`src/rtl/ghost_pkg.sv`:
```
// Shared types and the level-1 phase schedule for the ghost mode controller.
package ghost_pkg;

    // Ghost heading encoding used by the movement blocks downstream.
    typedef enum logic [1:0] {
        DIR_UP    = 2'd0,
        DIR_DOWN  = 2'd1,
        DIR_LEFT  = 2'd2,
        DIR_RIGHT = 2'd3
    } dir_e;

    typedef enum logic [1:0] {
        ST_IDLE       = 2'd0,
        ST_START_WAIT = 2'd1,
        ST_RUN        = 2'd2
    } state_e;

    localparam int          TMR_W      = 16;
    localparam logic [2:0]  LAST_PHASE = 3'd7;

    // Duration of a schedule phase: scatter A for 0/2, scatter B for 4/6,
    // chase for the odd phases (phase 7 never counts down).
    function automatic logic [TMR_W-1:0] phase_ms(input logic [2:0]       ph,
                                                  input logic [TMR_W-1:0] scat_a,
                                                  input logic [TMR_W-1:0] scat_b,
                                                  input logic [TMR_W-1:0] chase);
        case (ph)
            3'd0, 3'd2: return scat_a;
            3'd4, 3'd6: return scat_b;
            default:    return chase;
        endcase
    endfunction

endpackage

```
`src/rtl/ms_tick_gen.sv`:
```
// Prescaler producing a one-cycle tick every CLK_HZ/TICK_HZ enabled cycles.
module ms_tick_gen #(
    parameter int CLK_HZ  = 25_000_000,
    parameter int TICK_HZ = 1000
) (
    input  logic clk,
    input  logic reset_n,
    input  logic en,
    output logic tick
);

    localparam int             DIV  = CLK_HZ / TICK_HZ;
    localparam int             CW   = (DIV > 1) ? $clog2(DIV) : 1;
    localparam logic [CW-1:0]  LAST = CW'(DIV - 1);

    logic [CW-1:0] cnt_q;

    // Free-running 0..DIV-1 counter that holds while disabled.
    always_ff @(posedge clk) begin
        if (!reset_n) begin
            cnt_q <= '0;
        end else if (en) begin
            cnt_q <= (cnt_q == LAST) ? '0 : cnt_q + CW'(1);
        end
    end

    // With DIV=1 the counter sits at 0 == LAST, so every enabled cycle ticks.
    assign tick = en && (cnt_q == LAST);

endmodule

```
`src/rtl/ghost_mode_ctrl.sv`:
```
// Global scatter/chase scheduler for all ghosts.
// Optional frightened mode is compiled in with `define FRIGHTENED_EN.
module ghost_mode_ctrl #(
    parameter int CLK_HZ         = 25_000_000,
    parameter int TICK_HZ        = 1000,
    parameter int START_DELAY_MS = 5000,
    parameter int SCATTER_A_MS   = 7000,
    parameter int SCATTER_B_MS   = 5000,
    parameter int CHASE_MS       = 20000,
    parameter int FRIGHT_MS      = 6000
) (
    input  logic       clk,
    input  logic       reset_n,
    input  logic       game_start,
    input  logic       pause,
    input  logic       life_lost,
    input  logic       energizer_eaten,
    output logic       isChase,
    output logic       isScatter,
    output logic       isFrightened,
    output logic       reverse_pulse,
    output logic [2:0] phase
);
    import ghost_pkg::*;

    localparam logic [TMR_W-1:0] START_T  = TMR_W'(START_DELAY_MS);
    localparam logic [TMR_W-1:0] SCAT_A_T = TMR_W'(SCATTER_A_MS);
    localparam logic [TMR_W-1:0] SCAT_B_T = TMR_W'(SCATTER_B_MS);
    localparam logic [TMR_W-1:0] CHASE_T  = TMR_W'(CHASE_MS);

    state_e           state_q;
    logic [2:0]       phase_q;
    logic [TMR_W-1:0] tmr_q;
    logic             chase_q, scatter_q, rev_q;
    logic             tick;
    logic [2:0]       ph_nxt;

    assign ph_nxt = phase_q + 3'd1;

    // Pause stops the prescaler, which in turn freezes every timer.
    ms_tick_gen #(
        .CLK_HZ  (CLK_HZ),
        .TICK_HZ (TICK_HZ)
    ) u_tick (
        .clk     (clk),
        .reset_n (reset_n),
        .en      (!pause),
        .tick    (tick)
    );

`ifdef FRIGHTENED_EN
    localparam logic [TMR_W-1:0] FRIGHT_T = TMR_W'(FRIGHT_MS);
    logic             fright_q;
    logic [TMR_W-1:0] fr_tmr_q;
    assign isFrightened = fright_q;
`else
    logic [TMR_W:0] unused_cfg;
    assign unused_cfg   = {energizer_eaten, TMR_W'(FRIGHT_MS)};
    assign isFrightened = 1'b0;
`endif

    // Mode FSM: start delay, phase schedule, life-loss restart, fright overlay.
    always_ff @(posedge clk) begin
        rev_q <= 1'b0;
        if (!reset_n) begin
            state_q   <= ST_IDLE;
            phase_q   <= 3'd0;
            tmr_q     <= '0;
            chase_q   <= 1'b0;
            scatter_q <= 1'b0;
`ifdef FRIGHTENED_EN
            fright_q  <= 1'b0;
            fr_tmr_q  <= '0;
`endif
        end else if (life_lost && state_q != ST_IDLE) begin
            state_q   <= ST_START_WAIT;
            phase_q   <= 3'd0;
            tmr_q     <= START_T;
            chase_q   <= 1'b0;
            scatter_q <= 1'b0;
`ifdef FRIGHTENED_EN
            fright_q  <= 1'b0;
            fr_tmr_q  <= '0;
`endif
        end else begin
            case (state_q)
                ST_IDLE: begin
                    if (game_start) begin
                        state_q <= ST_START_WAIT;
                        tmr_q   <= START_T;
                    end
                end
                ST_START_WAIT: begin
                    if (tick) begin
                        if (tmr_q == TMR_W'(1)) begin
                            state_q   <= ST_RUN;
                            phase_q   <= 3'd0;
                            tmr_q     <= phase_ms(3'd0, SCAT_A_T, SCAT_B_T, CHASE_T);
                            scatter_q <= 1'b1;
                        end else begin
                            tmr_q <= tmr_q - TMR_W'(1);
                        end
                    end
                end
                ST_RUN: begin
`ifdef FRIGHTENED_EN
                    // Eating wins over any expiry this cycle; only the first
                    // entry into fright turns the ghosts around.
                    if (energizer_eaten) begin
                        fr_tmr_q  <= FRIGHT_T;
                        fright_q  <= 1'b1;
                        chase_q   <= 1'b0;
                        scatter_q <= 1'b0;
                        if (!fright_q) rev_q <= 1'b1;
                    end else if (fright_q) begin
                        if (tick) begin
                            if (fr_tmr_q == TMR_W'(1)) begin
                                fright_q  <= 1'b0;
                                chase_q   <= phase_q[0];
                                scatter_q <= ~phase_q[0];
                            end else begin
                                fr_tmr_q <= fr_tmr_q - TMR_W'(1);
                            end
                        end
                    end else
`endif
                    if (tick && phase_q != LAST_PHASE) begin
                        if (tmr_q == TMR_W'(1)) begin
                            phase_q   <= ph_nxt;
                            tmr_q     <= phase_ms(ph_nxt, SCAT_A_T, SCAT_B_T, CHASE_T);
                            chase_q   <= ph_nxt[0];
                            scatter_q <= ~ph_nxt[0];
                            rev_q     <= 1'b1;
                        end else begin
                            tmr_q <= tmr_q - TMR_W'(1);
                        end
                    end
                end
                default: state_q <= ST_IDLE;
            endcase
        end
    end

    assign isChase       = chase_q;
    assign isScatter     = scatter_q;
    assign reverse_pulse = rev_q;
    assign phase         = phase_q;

endmodule

```
`config.mk`:
```
export PLATFORM = sky130hd
export DESIGN_NAME = ghost_mode_ctrl
export DESIGN_NICKNAME = d
export VERILOG_FILES = /design/src/rtl/ghost_pkg.sv /design/src/rtl/ms_tick_gen.sv /design/src/rtl/ghost_mode_ctrl.sv
export SDC_FILE = /design/constraint.sdc
export NUM_CORES = 1
export LEC_CHECK = 0
export BUFFER_PORTS_ARGS = -buffer_cell sky130_fd_sc_hd__buf_2
export CAP_MARGIN = 40
export CORE_ASPECT_RATIO = 0.7
export CORE_MARGIN = 4
export CORE_UTILIZATION = 50
export CTS_CLUSTER_SIZE = 24
export DETAILED_ROUTE_END_ITERATION = 10
export HOLD_SLACK_MARGIN = 0.12
export PLACE_DENSITY = 0.64
export SLEW_MARGIN = 20
export SYNTH_ARGS = -nofsm -noshare
export SYNTH_HDL_FRONTEND = slang
export SYNTH_SLANG_ARGS = --single-unit
```
`constraint.sdc`:
```
create_clock -name clk -period 4.1 [get_ports clk]
set_input_delay 0.41 -clock clk [delete_from_list [all_inputs] [get_ports clk]]
set_output_delay 0.41 -clock clk [all_outputs]
set_load 0.005 [all_outputs]
```
Word-level counts from Yosys, hierarchy flattened
Index checks and enable logic that the tools add are counted.
Word-level totals
  bits in registers: 39
  bits of input ports: 6
Cells by class
  mux-type cells: 25
  equal/unequal tests: 18
  reductions and logical operators: 20
  add/subtract/negate cells: 3
  bitwise logic cells: 4
Operator list (number)
  16-bit 2-to-1 mux: 5
  16-bit case mux with 3 select lines: 1
  15-bit case mux with 2 select lines: 1
  16-bit by 1-bit equality test with 1-bit output (second input constant): 1
  4-bit AND reduction: 4
  16-bit by 1-bit subtractor with 16-bit output (second input constant): 1
  15-bit by 1-bit adder with 15-bit output (second input constant): 1
  15-bit equality test (second input constant): 1
  15-bit 2-to-1 mux: 1
  3-bit inequality test (second input constant): 5
  13-bit 2-to-1 mux: 1
  3-bit 2-to-1 mux: 4
  2-bit inequality test (second input constant): 6
  3-bit equality test (second input constant): 2
  1-bit 2-to-1 mux: 6
  2-bit 2-to-1 mux: 3
  2-bit case mux with 3 select lines: 1
  3-bit case mux with 2 select lines: 1
  2-bit OR reduction: 3
  5-bit AND reduction: 1
  1-bit inverter: 4
  2-bit nonzero test: 2
  4-bit nonzero test: 1
  4-bit OR reduction: 1
  other kinds (11): 13

Depth between registers and ports, before layout
  word-level depth: 8
  gate-level depth with buffers: 8
  depth with buffers taken out: 7

Modules after synthesis
A second synthesis with hierarchy kept.
Second synthesis, totals
  cell total of the unflattened synthesis: 280
  area, all modules: 2372.3 µm²
Modules (own cells, without submodules)
  ghost_mode_ctrl: instances 1, cells each 201, area an instance 1659.1 µm²
  ms_tick_gen: instances 1, cells each 79, area an instance 713.2 µm²

Worst setup path before layout
No wires, ideal clock.
  path kind: register -> register
  from: register tmr_q[0]
  to: register tmr_q[8]
  period minus slack after synthesis: 2002 ps
  stages on the path, launching flop included: 9
  path slack: 2098 ps
  arrival time: 1883 ps
  library setup time: 119 ps
  cells stage by stage: dfxtp_1 inv_1 ha_1 or3b_2 clkbuf_1 nor4_1 xnor2_1 a21boi_0 o221a_2
Between the ends
  cells in the longest elaborated chain, start to end: 5
  elaborated cells on any way between the ends: 8
  classes of those cells: 1 x add/sub; 1 x eq/ne; 6 x mux
RTL lines
  start, declared: RTL line ghost_mode_ctrl.sv:33  | logic [TMR_W-1:0] tmr_q;
  start signal, assigned: RTL line ghost_mode_ctrl.sv:98  | tmr_q <= phase_ms(3'd0, SCAT_A_T, SCAT_B_T, CHASE_T);
  start signal, assigned: RTL line ghost_mode_ctrl.sv:101  | tmr_q <= tmr_q - TMR_W'(1);
  start signal, assigned: RTL line ghost_mode_ctrl.sv:130  | tmr_q <= phase_ms(ph_nxt, SCAT_A_T, SCAT_B_T, CHASE_T);
  16-bit by 1-bit subtractor with 16-bit output / 16-bit by 1-bit equality test with 1-bit output (equally long branches)
  16-bit 2-to-1 mux, on equally long branches: RTL line ghost_mode_ctrl.sv:128, ghost_mode_ctrl.sv:95
  16-bit 2-to-1 mux, on equally long branches: RTL line ghost_mode_ctrl.sv:127, ghost_mode_ctrl.sv:94
  16-bit case mux with 3 select lines *: RTL line ghost_mode_ctrl.sv:86  | case (state_q)
  13-bit 2-to-1 mux *: RTL line ghost_mode_ctrl.sv:75  | end else if (life_lost && state_q != ST_IDLE) begin
Mark *: on every way between the ends. The rest lies on a longest branch, timed or not. The select of a mux whose other input is x is not followed.
A chain may end at the register's enable or synchronous reset.

Worst setup path in the final report
  from: register tmr_q[1]
  to: register chase_q, in the netlist isChase
Between the ends
  cells in the longest elaborated chain, start to end: 2
RTL lines
  16-bit by 1-bit equality test with 1-bit output: RTL line ghost_mode_ctrl.sv:128  | if (tmr_q == TMR_W'(1)) begin
  3-bit AND reduction (no source line)
  end signal, assigned: RTL line ghost_mode_ctrl.sv:131  | chase_q <= ph_nxt[0];
  end, declared: RTL line ghost_mode_ctrl.sv:34  | logic chase_q, scatter_q, rev_q;
Every way passes these cells.

==> results.md <==
Status:
- The flow ran to the end, and the final reports show no timing, DRC or antenna violations.

Synthesis:
- After synthesis, the cell types taking the most area are sky130_fd_sc_hd__dfxtp_1, sky130_fd_sc_hd__ha_1, sky130_fd_sc_hd__a21oi_1.
- The number of warnings reported in the yosys synthesis log is 0.
- The instance count of the mapped netlist is 300.
- The average instance area after synthesis is about 8.2 um2.
- Counting flops with a built-in enable in the synthesized netlist gives 0.
- The number of nets in the synthesized netlist is between 300 and 400.
- For this run, asynchronously set or reset flops after synthesis account for 0.
- The mapped netlist covers roughly 2400 um2.
- The most area-hungry cell type in the Yosys netlist is sky130_fd_sc_hd__dfxtp_1.
- The synthesized netlist contains 54 unique library cells.
- Synthesis inferred 39 register bits.
- For this run, the leading register cell type out of synthesis is sky130_fd_sc_hd__dfxtp_1.
- The sequential cell area fraction in the yosys report is 0.319.
- The area fraction of the dominant cell type after synthesis is 0.319.

STA:
- In the finished design, the share of the clock period the worst path needs comes to 0.707.
- The number of pins exceeding their max-slew limit in the final report is 0.
- The relative max-transition margin is 0.411.
- The transition at the pin with the smallest max-transition slack is 0.884 ns.
- Setup violations remaining at the end of the flow were counted as 0.
- Across the routed clock network, the largest skew measured is roughly 0.0086 ns.
- The worst path in the final design needs a cycle of slightly below 3 ns, including I/O delays and setup.
- Adding up every negative setup slack in the final design gives 0 ns.
- The hold violation total from the final report is 0.
- Based on the critical path, the design can be clocked at up to roughly 350 MHz.
- Setup repair after global routing left no endpoint under its margin.

Floorplanning:
- The die covers 6090 um2.
- Row generation in the floorplan step produced 20 rows.
- The total I/O pin count is 13.
- The starting density of the core is 0.540.
- The height of the chip is roughly 67 um.
- The core region area is around 4500 um2.
- The horizontal die dimension is slightly above 90 um.

Flow run:
- Max-cap violations in this run came to 0.

Clocking:
- The number of levels in the clock H-tree is 2.
- The quantity of hold-fixing buffers added after cts is 0.
- In this run the deepest clock path goes through 2 buffers.
- Once the clock tree was built, the resizer swapped 0 gates to a different size.
- The tree is rooted in a sky130_fd_sc_hd__clkbuf_8.
- The post-CTS setup buffer count is 0.
- TritonCTS built the clock tree.
- The sink count of the clock tree is 39.
- The register clock-pin slew on the reported worst setup and hold paths is ~0.07 ns.
- The clock latency at the later pin of the worst-skew pair is 0.30 ns.
- Clock tree synthesis inserted a total of 5 buffers.

Cells and area:
- The synthesis-to-finish area growth is 6.91%.
- The antenna diode instance count is 0.
- The fraction of final layout cells sized beyond drive strength 1 is 0.115.
- Leaving out filler cells and counting taps, the final layout contains 370.
- The final standard cell utilization of the core is 0.577.
- The most common cell after layout, fill and taps aside is sky130_fd_sc_hd__dfxtp_1.
- The layout net count is 321.
- In the layout the commonest cells are sky130_fd_sc_hd__dfxtp_1, sky130_fd_sc_hd__nor2_1, sky130_fd_sc_hd__a21oi_1.

Critical path:
- STA puts the critical path data arrival time at 3.06 ns.
- Walking the worst path, the cells encountered are inv_1 > ha_1 > nor4b_1 > nand4_1 > nor4_2 > mux2i_1 > nor2_1.
- The flop-to-flop setup slack is approximately 1.2 ns.
- The start-to-end type of the worst setup path is reg -> reg.
- Among all stages on the critical path, the largest delay is contributed by sky130_fd_sc_hd__nor4_2.
- The kind of cell adding the most delay to the critical path is simple AND/OR/NAND/NOR gates.
- In this run the critical register-to-register path is launched from tmr_q[1].
- The highest fanout seen on the critical path is 13.
- For the worst setup path, the data required time is approximately 4.3 ns.
- The sum of buffers and inverters on the critical path is 1.
- The worst reg-to-reg path cell count is 7.
- The launching element type of the critical path is a flip-flop.
- The endpoint kind of the worst setup timing path is a flip-flop.
- For this run, the slowest stage of the critical path takes ~0.7 ns.
- The endpoint of the lowest-slack register-to-register path is isChase.

GRT:
- The via count of the first global-routing pass came to 2050.
- Entering global routing, the biggest net connects 17 pins.
- The global-route wire length before repair is ~11000 um.
- The initial antenna violation count is 0.
- In the global route stage, overall resource usage came out at 0.221.
- For this run the aggregate overflow at the end of global routing stands at 0.

Min path:
- The worst hold path begins at pause.
- The path with the worst hold slack has its endpoint at u_tick.cnt_q[0].
- The cell depth of the worst min-delay path is 3.
- The tightest min-delay check is of the in -> reg type.

Placement:
- Detailed placement finished with a half-perimeter wire length of around 4600 um.
- The total instance count after detailed placement is 363.
- In this run the tool buffered the top-level ports with 10 buffer cells.
- The final estimated routing congestion in global placement is 0.885.

Drt:
- The number of DRC violations after detailed routing is 0.
- The count of nets left with antenna violations once routing finished came out at 0.
- Summing over every cut layer, the via total after detailed routing is 2391.
- After detailed routing, the total wire length is 6440 um.
- Dividing the detail-routed wire length by the instance count gives between 15 and 20 um.
- The pre-antenna-repair detailed-routing pass consisted of 5 iterations.
- The detailed router finished its first iteration with 321 violations.
- After detailed routing, the number of vias per cell comes to roughly 6.5.

Pwr:
- The total power density per cell area is about 360 nW/um2.
- The leakage power is between 0.9 and 1 nW.
- The peak supply drop is about 0.17 mV.
-- worst register-to-register path: stages (launching register included) --
cell	delay, ns
sky130_fd_sc_hd__dfxtp_1	0.34
sky130_fd_sc_hd__inv_1	0.08
sky130_fd_sc_hd__ha_1	0.16
sky130_fd_sc_hd__nor4b_1	0.53
sky130_fd_sc_hd__nand4_1	0.64
sky130_fd_sc_hd__nor4_2	0.70
sky130_fd_sc_hd__mux2i_1	0.26
sky130_fd_sc_hd__nor2_1	0.05
-- power by group --
group / internal (W) / total, W / leakage (nW) / switching, W
Clock: 0.000132 / 0.000267 / 0.0470 / 0.000135
Sequential: 0.000398 / 0.000423 / 0.317 / 0.0000252
Combinational: 0.000100 / 0.000259 / 0.565 / 0.000159
-- how the worst max path moves through the flow --
stage,start,to,depth (start not counted)
after floorplan,tmr_q[0],tmr_q[8],8
after global placement,tmr_q[0],isChase,6
after detailed placement,tmr_q[1],isChase,7
after CTS,tmr_q[1],isChase,7
after global routing,tmr_q[1],isChase,7
final,tmr_q[1],isChase,7
-- metal layers --
metal | share of wire | up-vias | track usage
met5 | 0 | - | 0
met4 | 0.014 | 0 | 0.0789
met3 | 0.11 | 12 | 0.0655
met1 | 0.53 | 1102 | 0.349
li1 | - | 1137 | -
met2 | 0.35 | 140 | 0.268
-- cell usage after synthesis (6+ instances only) --
cell type / number
sky130_fd_sc_hd__xor2_1: 7
sky130_fd_sc_hd__nor3_1: 9
sky130_fd_sc_hd__clkbuf_1: 10
sky130_fd_sc_hd__ha_1: 11
sky130_fd_sc_hd__nand3_1: 10
sky130_fd_sc_hd__nand4_1: 12
sky130_fd_sc_hd__a21oi_1: 20
sky130_fd_sc_hd__and2_1: 6
sky130_fd_sc_hd__nor4_1: 6
sky130_fd_sc_hd__nand2_1: 16
sky130_fd_sc_hd__inv_1: 10
sky130_fd_sc_hd__a31oi_1: 8
sky130_fd_sc_hd__o21ai_0: 17
sky130_fd_sc_hd__xnor2_1: 8
sky130_fd_sc_hd__nor2_1: 24
sky130_fd_sc_hd__dfxtp_1: 39
-- metrics by stage --
stage / hold WS, ns / power [W] / area [um2] / setup WS, ns
2_1_floorplan: 0.464 / 0.000621 / 2450 / 2.10
3_3_place_gp: 0.455 / 0.000680 / 2530 / 1.36
3_5_place_dp: 0.453 / 0.000678 / 2530 / 1.40
4_1_cts: 0.408 / 0.000946 / 2620 / 1.36
5_1_grt: 0.447 / 0.000998 / 2620 / 0.974
6_report: 0.418 / 0.000949 / 2620 / 1.20
-- registers in the layout, indices dropped and copies added, names as in the netlist --
signal / count
tmr_q: 16
u_tick.cnt_q: 15
phase: 3
state_q: 2
isChase: 1
isScatter: 1
reverse_pulse: 1
-- logic make-up after synthesis --
logic type / after synthesis / synth area share
buf+inv: 24 / 0.0394
mux: 2 / 0.00818
xor+xnor: 15 / 0.0537
other cells: 1 / 0.00153
fa+ha+maj: 11 / 0.0563
flops: 39 / 0.319
compound gates: 85 / 0.231
simple gates: 123 / 0.291
-- cell type report --
cell class | instances | area (um2)
Clock inverter | 1 | 5.00
Tap cell | 66 | 82.6
Fill cell | 416 | 1910
Timing Repair Buffer | 11 | 57.6
Multi-Input combinational cell | 237 | 1570
Clock buffer | 6 | 82.6
Inverter | 10 | 37.5
Sequential cell | 39 | 781
(Power assumes the default switching activity.)
